### config.mk
export PLATFORM = sky130hd
export DESIGN_NAME = mem_arbiter_flat
export DESIGN_NICKNAME = d
export VERILOG_FILES = /design/src/rtl/mem_arb_pkg.sv /design/src/rtl/mem_arbiter_if.sv /design/src/rtl/mem_arbiter.sv /design/src/flat_wrapper.sv
export SDC_FILE = /design/constraint.sdc
export NUM_CORES = 1
export LEC_CHECK = 0
export CAP_MARGIN = 10
export CORE_MARGIN = 5
export CORE_UTILIZATION = 32
export CTS_CLUSTER_DIAMETER = 150
export DETAILED_ROUTE_END_ITERATION = 10
export MAX_ROUTING_LAYER = met4
export PLACE_DENSITY = 0.86
export SYNTH_ARGS = -nofsm -noshare
export SYNTH_HDL_FRONTEND = slang
export SYNTH_SLANG_ARGS = --single-unit
export TNS_END_PERCENT = 30
### constraint.sdc
create_clock -name clk -period 2.2 [get_ports clk]
set_clock_uncertainty 0.1 [all_clocks]
set_input_delay 0.22 -clock clk [delete_from_list [all_inputs] [get_ports clk]]
set_output_delay 0.22 -clock clk [all_outputs]
set_load 0.05 [all_outputs]
### src/rtl/mem_arb_pkg.sv
// Shared constants and FSM encoding for the two-port memory arbiter.
package mem_arb_pkg;

  localparam logic PORT0 = 1'b0;
  localparam logic PORT1 = 1'b1;

  // Wide enough for MAX_BURST up to 15
  localparam int unsigned CNT_W = 4;

  typedef enum logic [1:0] {
    IDLE  = 2'd0,
    LOCK0 = 2'd1,
    LOCK1 = 2'd2
  } arb_state_e;

endpackage

### src/rtl/mem_arbiter_if.sv
// Port-side and memory-side bus of the two-port memory arbiter.
interface mem_arbiter_if #(
  parameter int unsigned ADDR_W = 16,
  parameter int unsigned DATA_W = 8
);

  logic              req0, req1;
  logic              lock0, lock1;
  logic              we0, we1;
  logic [ADDR_W-1:0] addr0, addr1;
  logic [DATA_W-1:0] wdata0, wdata1;
  logic              gnt0, gnt1;
  logic [DATA_W-1:0] rdata0, rdata1;
  logic              rvalid0, rvalid1;
  logic              mem_en;
  logic              mem_we;
  logic [ADDR_W-1:0] mem_addr;
  logic [DATA_W-1:0] mem_wdata;
  logic [DATA_W-1:0] mem_rdata;

  modport slave (
    input  req0, req1, lock0, lock1, we0, we1, addr0, addr1, wdata0, wdata1, mem_rdata,
    output gnt0, gnt1, rdata0, rdata1, rvalid0, rvalid1, mem_en, mem_we, mem_addr, mem_wdata
  );

  modport master (
    output req0, req1, lock0, lock1, we0, we1, addr0, addr1, wdata0, wdata1, mem_rdata,
    input  gnt0, gnt1, rdata0, rdata1, rvalid0, rvalid1, mem_en, mem_we, mem_addr, mem_wdata
  );

endinterface

### src/rtl/mem_arbiter.sv
// Two-port round-robin memory arbiter with zero-cycle grant and bounded locked bursts.
module mem_arbiter
  import mem_arb_pkg::*;
#(
  parameter int unsigned ADDR_W    = 16,
  parameter int unsigned DATA_W    = 8,
  parameter int unsigned MAX_BURST = 4
) (
  input logic          clk,
  input logic          reset,
  mem_arbiter_if.slave bus
);

  arb_state_e        state_q, state_d;
  logic              last_owner_q, last_owner_d;
  logic [CNT_W-1:0]  burst_q, burst_d, burst_inc;
  logic [1:0]        rvalid_q, rvalid_d, rvalid_v;
  logic [DATA_W-1:0] rdata0_q, rdata0_d, rdata1_q, rdata1_d;

  logic              gnt0, gnt1, acc, sel, sel_we, sel_lock;
  logic [ADDR_W-1:0] sel_addr;
  logic [DATA_W-1:0] sel_wdata;

  always_ff @(posedge clk) begin
    if (reset) begin
      state_q      <= IDLE;
      last_owner_q <= PORT1;
      burst_q      <= '0;
      rvalid_q     <= '0;
      rdata0_q     <= '0;
      rdata1_q     <= '0;
    end else begin
      state_q      <= state_d;
      last_owner_q <= last_owner_d;
      burst_q      <= burst_d;
      rvalid_q     <= rvalid_d;
      rdata0_q     <= rdata0_d;
      rdata1_q     <= rdata1_d;
    end
  end

  // Grant, beat mux and next-state; a granted port always has its request high
  always_comb begin
    gnt0         = 1'b0;
    gnt1         = 1'b0;
    state_d      = state_q;
    last_owner_d = last_owner_q;
    burst_d      = burst_q;
    rvalid_d     = '0;

    if (!reset) begin
      case (state_q)
        IDLE: begin
          if (bus.req0 && bus.req1) begin
            gnt0 = (last_owner_q == PORT1);
            gnt1 = (last_owner_q == PORT0);
          end else begin
            gnt0 = bus.req0;
            gnt1 = bus.req1;
          end
        end
        LOCK0:   gnt0 = bus.req0;
        LOCK1:   gnt1 = bus.req1;
        default: ;
      endcase
    end

    acc       = gnt0 | gnt1;
    sel       = gnt1 ? PORT1 : PORT0;
    sel_we    = (sel == PORT1) ? bus.we1    : bus.we0;
    sel_lock  = (sel == PORT1) ? bus.lock1  : bus.lock0;
    sel_addr  = (sel == PORT1) ? bus.addr1  : bus.addr0;
    sel_wdata = (sel == PORT1) ? bus.wdata1 : bus.wdata0;
    burst_inc = burst_q + CNT_W'(1);

    if (acc) begin
      last_owner_d = sel;
      if (!sel_we) rvalid_d = (sel == PORT1) ? 2'b10 : 2'b01;
      // The beat that reaches MAX_BURST releases ownership even with lock held
      if (sel_lock && (burst_inc < CNT_W'(MAX_BURST))) begin
        state_d = (sel == PORT1) ? LOCK1 : LOCK0;
        burst_d = burst_inc;
      end else begin
        state_d = IDLE;
        burst_d = '0;
      end
    end else if (state_q != IDLE) begin
      state_d = IDLE;
      burst_d = '0;
    end
  end

  // Read data passes straight through on the valid cycle and is held afterwards
  always_comb begin
    rvalid_v = rvalid_q & {2{~reset}};
    rdata0_d = rvalid_v[0] ? bus.mem_rdata : rdata0_q;
    rdata1_d = rvalid_v[1] ? bus.mem_rdata : rdata1_q;
  end

  assign bus.gnt0      = gnt0;
  assign bus.gnt1      = gnt1;
  assign bus.mem_en    = acc;
  assign bus.mem_we    = acc & sel_we;
  assign bus.mem_addr  = sel_addr;
  assign bus.mem_wdata = sel_wdata;
  assign bus.rvalid0   = rvalid_v[0];
  assign bus.rvalid1   = rvalid_v[1];
  assign bus.rdata0    = rdata0_d;
  assign bus.rdata1    = rdata1_d;

endmodule

### src/flat_wrapper.sv
// flat-port wrapper written by rule: the top's interface ports become plain ports
module mem_arbiter_flat import mem_arb_pkg::*;
#(
  parameter int unsigned ADDR_W    = 16,
  parameter int unsigned DATA_W    = 8,
  parameter int unsigned MAX_BURST = 4
)
  (clk, reset, bus_req0, bus_req1, bus_lock0, bus_lock1, bus_we0, bus_we1, bus_addr0, bus_addr1, bus_wdata0, bus_wdata1, bus_mem_rdata, bus_gnt0, bus_gnt1, bus_rdata0, bus_rdata1, bus_rvalid0, bus_rvalid1, bus_mem_en, bus_mem_we, bus_mem_addr, bus_mem_wdata);
  mem_arbiter_if #(.ADDR_W(ADDR_W), .DATA_W(DATA_W)) bus_i ();
  input logic clk;
  input logic reset;
  input wire logic [$bits(bus_i.req0)-1:0] bus_req0;
  input wire logic [$bits(bus_i.req1)-1:0] bus_req1;
  input wire logic [$bits(bus_i.lock0)-1:0] bus_lock0;
  input wire logic [$bits(bus_i.lock1)-1:0] bus_lock1;
  input wire logic [$bits(bus_i.we0)-1:0] bus_we0;
  input wire logic [$bits(bus_i.we1)-1:0] bus_we1;
  input wire logic [$bits(bus_i.addr0)-1:0] bus_addr0;
  input wire logic [$bits(bus_i.addr1)-1:0] bus_addr1;
  input wire logic [$bits(bus_i.wdata0)-1:0] bus_wdata0;
  input wire logic [$bits(bus_i.wdata1)-1:0] bus_wdata1;
  input wire logic [$bits(bus_i.mem_rdata)-1:0] bus_mem_rdata;
  output wire logic [$bits(bus_i.gnt0)-1:0] bus_gnt0;
  output wire logic [$bits(bus_i.gnt1)-1:0] bus_gnt1;
  output wire logic [$bits(bus_i.rdata0)-1:0] bus_rdata0;
  output wire logic [$bits(bus_i.rdata1)-1:0] bus_rdata1;
  output wire logic [$bits(bus_i.rvalid0)-1:0] bus_rvalid0;
  output wire logic [$bits(bus_i.rvalid1)-1:0] bus_rvalid1;
  output wire logic [$bits(bus_i.mem_en)-1:0] bus_mem_en;
  output wire logic [$bits(bus_i.mem_we)-1:0] bus_mem_we;
  output wire logic [$bits(bus_i.mem_addr)-1:0] bus_mem_addr;
  output wire logic [$bits(bus_i.mem_wdata)-1:0] bus_mem_wdata;
  assign bus_i.req0 = bus_req0;
  assign bus_i.req1 = bus_req1;
  assign bus_i.lock0 = bus_lock0;
  assign bus_i.lock1 = bus_lock1;
  assign bus_i.we0 = bus_we0;
  assign bus_i.we1 = bus_we1;
  assign bus_i.addr0 = bus_addr0;
  assign bus_i.addr1 = bus_addr1;
  assign bus_i.wdata0 = bus_wdata0;
  assign bus_i.wdata1 = bus_wdata1;
  assign bus_i.mem_rdata = bus_mem_rdata;
  assign bus_gnt0 = bus_i.gnt0;
  assign bus_gnt1 = bus_i.gnt1;
  assign bus_rdata0 = bus_i.rdata0;
  assign bus_rdata1 = bus_i.rdata1;
  assign bus_rvalid0 = bus_i.rvalid0;
  assign bus_rvalid1 = bus_i.rvalid1;
  assign bus_mem_en = bus_i.mem_en;
  assign bus_mem_we = bus_i.mem_we;
  assign bus_mem_addr = bus_i.mem_addr;
  assign bus_mem_wdata = bus_i.mem_wdata;
  mem_arbiter #(.ADDR_W(ADDR_W), .DATA_W(DATA_W), .MAX_BURST(MAX_BURST)) u_core (.clk(clk), .reset(reset), .bus(bus_i));
endmodule
Word level (Yosys, flattened, before mapping)
Cells that the tools add are included.
{"block": "totals", "register_bits": 25, "input_bits": 64, "output_inout_bits": 46, "wordCells": 42}
{"block": "op_classes", "n_addsub": 1, "order_cmp": 1, "n_eq_ne": 2, "n_mux": 20, "bitwise_logic": 6, "reduce_logical": 6}
{"operator": "8-bit two-way mux", "count": 3}
{"operator": "16-bit two-way mux", "count": 1}
{"operator": "4-bit two-way mux", "count": 3}
{"operator": "2-bit two-way mux", "count": 4}
{"operator": "1-bit two-way mux", "count": 7}
{"operator": "4-bit by 1-bit adder with 4-bit output, second input constant", "count": 1}
{"operator": "4-bit by 3-bit less-than comparator with 1-bit output, second input constant", "count": 1}
{"operator": "1-bit one-hot mux with 2 select lines", "count": 2}
{"operator": "2-bit nonzero test", "count": 2}
{"operator": "1-bit inverter", "count": 3}
{"operator": "3-bit OR reduction", "count": 1}
{"operator": "2-bit bitwise AND", "count": 1}
{"operator": "2-bit by 1-bit equality test with 1-bit output, second input constant", "count": 1}
{"operator": "2-bit equality test, second input constant", "count": 1}
{"operator": "1-bit logical AND", "count": 2}
{"operator": "2-bit logical NOT", "count": 1}
{"operator": "1-bit bitwise AND", "count": 1}
{"operator": "1-bit OR", "count": 1}

Depth between registers and ports, before layout
{"block": "depth", "depth_word": 9, "ltp_mapped": 6, "mapped_depth_nobuf": 5}

Least setup slack after synthesis
Ideal clock, no wire load.
{"block": "synth_path", "path_type": "register -> register", "from": "register u_core.state_q[1]", "to": "register u_core.state_q[0]", "setup_time_ns": 0.066, "arrival_ns": 1.896, "required_ns": 2.034, "path_slack_ns": 0.138, "stages_incl_launch_ff": 4, "path_buffers": 0, "period_less_slack_ns": 2.062, "cell_sequence": "dfxtp_1 -> nand2b_1 -> nor3_1 -> and3_1"}
{"block": "synth_via", "elab_cells_between_ends": 16, "cone_classes": "2 x eq/ne; 9 x mux; 1 x bitwise; 4 x reduce/logical"}
{"item": "from (decl)", "line_no": "mem_arbiter.sv:14", "source": "arb_state_e state_q, state_d;"}
{"item": "from (signal assigned)", "line_no": "mem_arbiter.sv:33", "source": "state_q <= state_d;"}
{"item": "2-bit by 1-bit equality test with 1-bit output / 2-bit logical NOT (equally long branches)", "line_no": "mem_arbiter.sv:52", "source": "case (state_q)"}
{"item": "1-bit one-hot mux with 2 select lines *", "line_no": "mem_arbiter.sv:52"}
{"item": "1-bit two-way mux *", "line_no": "mem_arbiter.sv:51", "source": "if (!reset) begin"}
{"item": "net bus_gnt0", "line_no": "flat_wrapper.sv:23", "source": "output wire logic [$bits(bus_i.gnt0)-1:0] bus_gnt0;"}
{"item": "1-bit OR *", "line_no": "mem_arbiter.sv:68", "source": "acc = gnt0 | gnt1;"}
{"item": "2-bit two-way mux / 2-bit nonzero test (equally long branches)"}
Mark *: on every way through the listed nets, which the timed path passes. The rest lies on a longest branch.
A chain may end at the register's enable or synchronous reset.

Final worst setup path
{"block": "layout_path", "from": "input bus_req1", "to": "output bus_mem_wdata[5]"}
{"block": "layout_via", "elab_chain_cells": 6}
{"item": "from (decl)", "line_no": "flat_wrapper.sv:13", "source": "input wire logic [$bits(bus_i.req1)-1:0] bus_req1;"}
{"item": "1-bit logical AND", "line_no": "mem_arbiter.sv:54", "source": "if (bus.req0 && bus.req1) begin"}
{"item": "1-bit two-way mux", "line_no": "mem_arbiter.sv:54"}
{"item": "1-bit one-hot mux with 2 select lines *", "line_no": "mem_arbiter.sv:52"}
{"item": "1-bit two-way mux *", "line_no": "mem_arbiter.sv:51"}
{"item": "1-bit two-way mux *", "line_no": "mem_arbiter.sv:69", "source": "sel = gnt1 ? PORT1 : PORT0;"}
{"item": "8-bit two-way mux *", "line_no": "mem_arbiter.sv:73", "source": "sel_wdata = (sel == PORT1) ? bus.wdata1 : bus.wdata0;"}
{"item": "to (decl)", "line_no": "flat_wrapper.sv:32", "source": "output wire logic [$bits(bus_i.mem_wdata)-1:0] bus_mem_wdata;"}
Every way passes the cells marked *; elsewhere a longest branch is shown, timed or not.

==> results by group <==
STA
  • Sum of negative setup slack: 0 ps
  • Final hold viol count: 0
  • Fmax: 0.475 GHz
  • Least-Margin Pin Slew: 496 ps
  • Final count of pins violating max slew: 0
  • Setup repair after global routing missed its margin: false
  • Final critical delay including setup and external delays: 2100 ps
  • Number of failing setup endpoints in the final timing report: 0
  • Fraction of the cycle the final worst path needs: 95.7%
  • Worst Hold Margin: 393 ps
  • Worst-case headroom to the max-slew limit: between 60% and 70%

Floorplan
  • Area of the core region: 0.00403 mm2
  • Horizontal die dimension: 74.6 um
  • Effective utilization at floorplan: 33.2%
  • Row count: 23
  • Vert. Die Dim: approximately 75 um
  • Floorplan die area: 0.00557 mm2
  • Number of placed I/O pins: 110

Routing
  • Violation count after the first detailed-route iteration: 14
  • Wire per inst: 13.6 um
  • DRC violations left: 0
  • Remaining antenna violation count: 0
  • Post-DR vias/cell: 4.59
  • Final WL: 3880 um
  • Vias post-DR: 1312
  • Number of detailed-routing iterations run before antenna repair: 3

Place
  • Post-detailed-placement cell area: 0.00249 mm2
  • Input/output buffers: 109
  • Routability congestion estimate: ~0.74
  • Final HPWL DP: between 3000 and 4000 um
  • Total placed cells including tap cells: 282

GRT
  • Number of antenna violations at the first check in global routing: 0
  • Global route overflow: 0
  • First-pass GRT wire length: 5840 um
  • Tot GR Track Use: 13.8%
  • Via count of the first global-routing pass: 1317
  • Pin count of the biggest net entering global routing: 29

Power and ir drop
  • Leakage power: 0.00114 uW
  • Ratio of total power to cell area: between 400 and 500 mW/mm2
  • Worst-case vdd ir drop: 0.288 mV

Yosys
  • Commonest cells in the netlist: 40 x sky130_fd_sc_hd__mux2_2, 25 x sky130_fd_sc_hd__dfxtp_1, 17 x sky130_fd_sc_hd__nor2b_1
  • Top flip-flop cell by instance count after synthesis: sky130_fd_sc_hd__dfxtp_1
  • Netlist area before placement: 0.00134 mm2
  • Count of warnings emitted by yosys: 0
  • Dominant cell by count in the synthesized netlist: sky130_fd_sc_hd__mux2_2
  • Number of standard cells after synthesis: 122
  • Mapped Nets: 187
  • Average instance area after synthesis: 11.0 um2
  • Count of flip-flops with a built-in enable after synthesis: 0
  • Biggest area contributors in the synthesized netlist: sky130_fd_sc_hd__dfxtp_1 37%, sky130_fd_sc_hd__mux2_2 34%, sky130_fd_sc_hd__nor2b_1 8.0%
  • Portion of synthesized cell area occupied by the leading cell type: 37.5%
  • Number of distinct library cell variants in the gate-level netlist after synthesis: 29
  • Fraction of registers with async set or reset after synthesis: 0%
  • Largest area contributor in the synthesized netlist: sky130_fd_sc_hd__dfxtp_1
  • Share of the yosys chip area belonging to registers: 37.5%
  • Post-synthesis sequential element count: 25

Final layout
  • Number of diodes added for antenna fixing: 0
  • Number of nets in the layout: 302
  • Post-route insts no fill: around 290
  • Synthesis-to-layout area growth: 90.0%
  • Share of layout cells above drive strength 1: 42.8%
  • Cell area after layout: ~0.0025 mm2

Clocking
  • Clock root buffer master: sky130_fd_sc_hd__clkbuf_8
  • CTS Buffer Depth: 2
  • Maximum level of the CTS H-tree: 1
  • Total CTS buffers: 3
  • Sinks on Clock Net: 25
  • Resized cells post-CTS: 0
  • Number of hold buffers added after CTS: 0
  • # Post-CTS Setup Buffers: 0
  • Clock Pin Slew Worst Setup and Hold Paths: 80 ps
  • CTS tree: built
  • Insertion delay to the later sink of the worst-skew pair: 260 ps

Setup path
  • Data arrival time of the critical path: 1780 ps
  • Top fanout value on the critical path: 28
  • Critical path capture point type: primary output
  • Sort of element at the start of the critical path: primary input
  • Worst setup path class: in2out
  • Worst EP required: 1880 ps

Hold path
  • Worst min-delay path class: reg2reg

Job
  • Reported max-cap violation count: 0

Run status
  • Status: finished, final reports clean
cell usage in the layout, fill, tap and decap left out, types with 2 or more instances in the layout:
master	instances
sky130_fd_sc_hd__and2_1	3
sky130_fd_sc_hd__mux2_2	40
sky130_fd_sc_hd__buf_4	46
sky130_fd_sc_hd__buf_12	8
sky130_fd_sc_hd__nor3_1	2
sky130_fd_sc_hd__clkbuf_8	3
sky130_fd_sc_hd__nor2b_1	16
sky130_fd_sc_hd__nand2b_1	2
sky130_fd_sc_hd__and3_1	2
sky130_fd_sc_hd__inv_1	4
sky130_fd_sc_hd__nor2_1	4
sky130_fd_sc_hd__clkdlybuf4s50_1	63
sky130_fd_sc_hd__dfxtp_1	25
worst max-delay path: stages:
cell                              delay (ps)
sky130_fd_sc_hd__clkdlybuf4s50_1         520
sky130_fd_sc_hd__nand2b_4                 70
sky130_fd_sc_hd__a311o_1                 310
sky130_fd_sc_hd__buf_12                  180
sky130_fd_sc_hd__mux2_2                  280
sky130_fd_sc_hd__buf_4                   190
path summary, 6_finish.rpt:
| kind | start | slack [ps] | cells after the start | to |
|---|---|---|---|---|
| min reg2reg | u_core.burst_q[2] | 390 | 1 | u_core.burst_q[2] |
| min | u_core.burst_q[2] | 390 | 1 | u_core.burst_q[2] |
| max reg2reg | u_core.state_q[0] | 510 | 5 | u_core.burst_q[0] |
| max | bus_req1 | 100 | 6 | bus_mem_wdata[5] |
per-stage QoR:
stage	total power (uW)	worst slack, ps	utilization, %
6_report	1260	95.4	63.0
5_1_grt	1320	1.81	63.0
4_1_cts	1280	71.8	63.0
3_5_place_dp	1000	74.2	61.7
3_3_place_gp	999	67.8	61.7
2_1_floorplan	768	138	-
layer usage:
metal,up-vias,wire (um),part of all wire [%],GRT usage [%]
met4,0,59,1.5,4.74
met3,7,412,11,3.74
met2,64,2030,52,24.2
met5,-,0,0,-
met1,589,1370,35,14.9
li1,652,-,-,-
registers in the layout, summed over array words and instances, names as in the netlist:
register / cells
u_core.state_q: 2
u_core.last_owner_q: 1
u_core.rdata0_q: 8
u_core.rdata1_q: 8
u_core.rvalid_q: 2
u_core.burst_q: 4
area by class of cell:
cell class / count / area [um2]
Fill cell: 345 / 1490
Timing Repair Buffer: 117 / 1140
Multi-Input combinational cell: 86 / 776
Sequential cell: 25 / 500
Tap cell: 50 / 62.6
Clock buffer: 3 / 41.3
Inverter: 4 / 15.0
Clock inverter: 1 / 7.51
where the power goes:
part	switching, uW	internal, uW	total [uW]	leakage (uW)
Sequential	5.10	464	469	0.000203
Clock	143	128	271	0.0000217
Combinational	271	248	520	0.000915
logic make-up after synthesis:
| logic type | synth area share (%) |
|---|---|
| multiplexers | 35.6 |
| buffers and inverters | 4.68 |
| AND/OR/NAND/NOR | 16.9 |
| adder cells (fa/ha/maj) | 0.936 |
| flip-flops | 37.5 |
| AO/OA/AOI/OAI | 4.50 |
(Power assumes the default switching activity.)
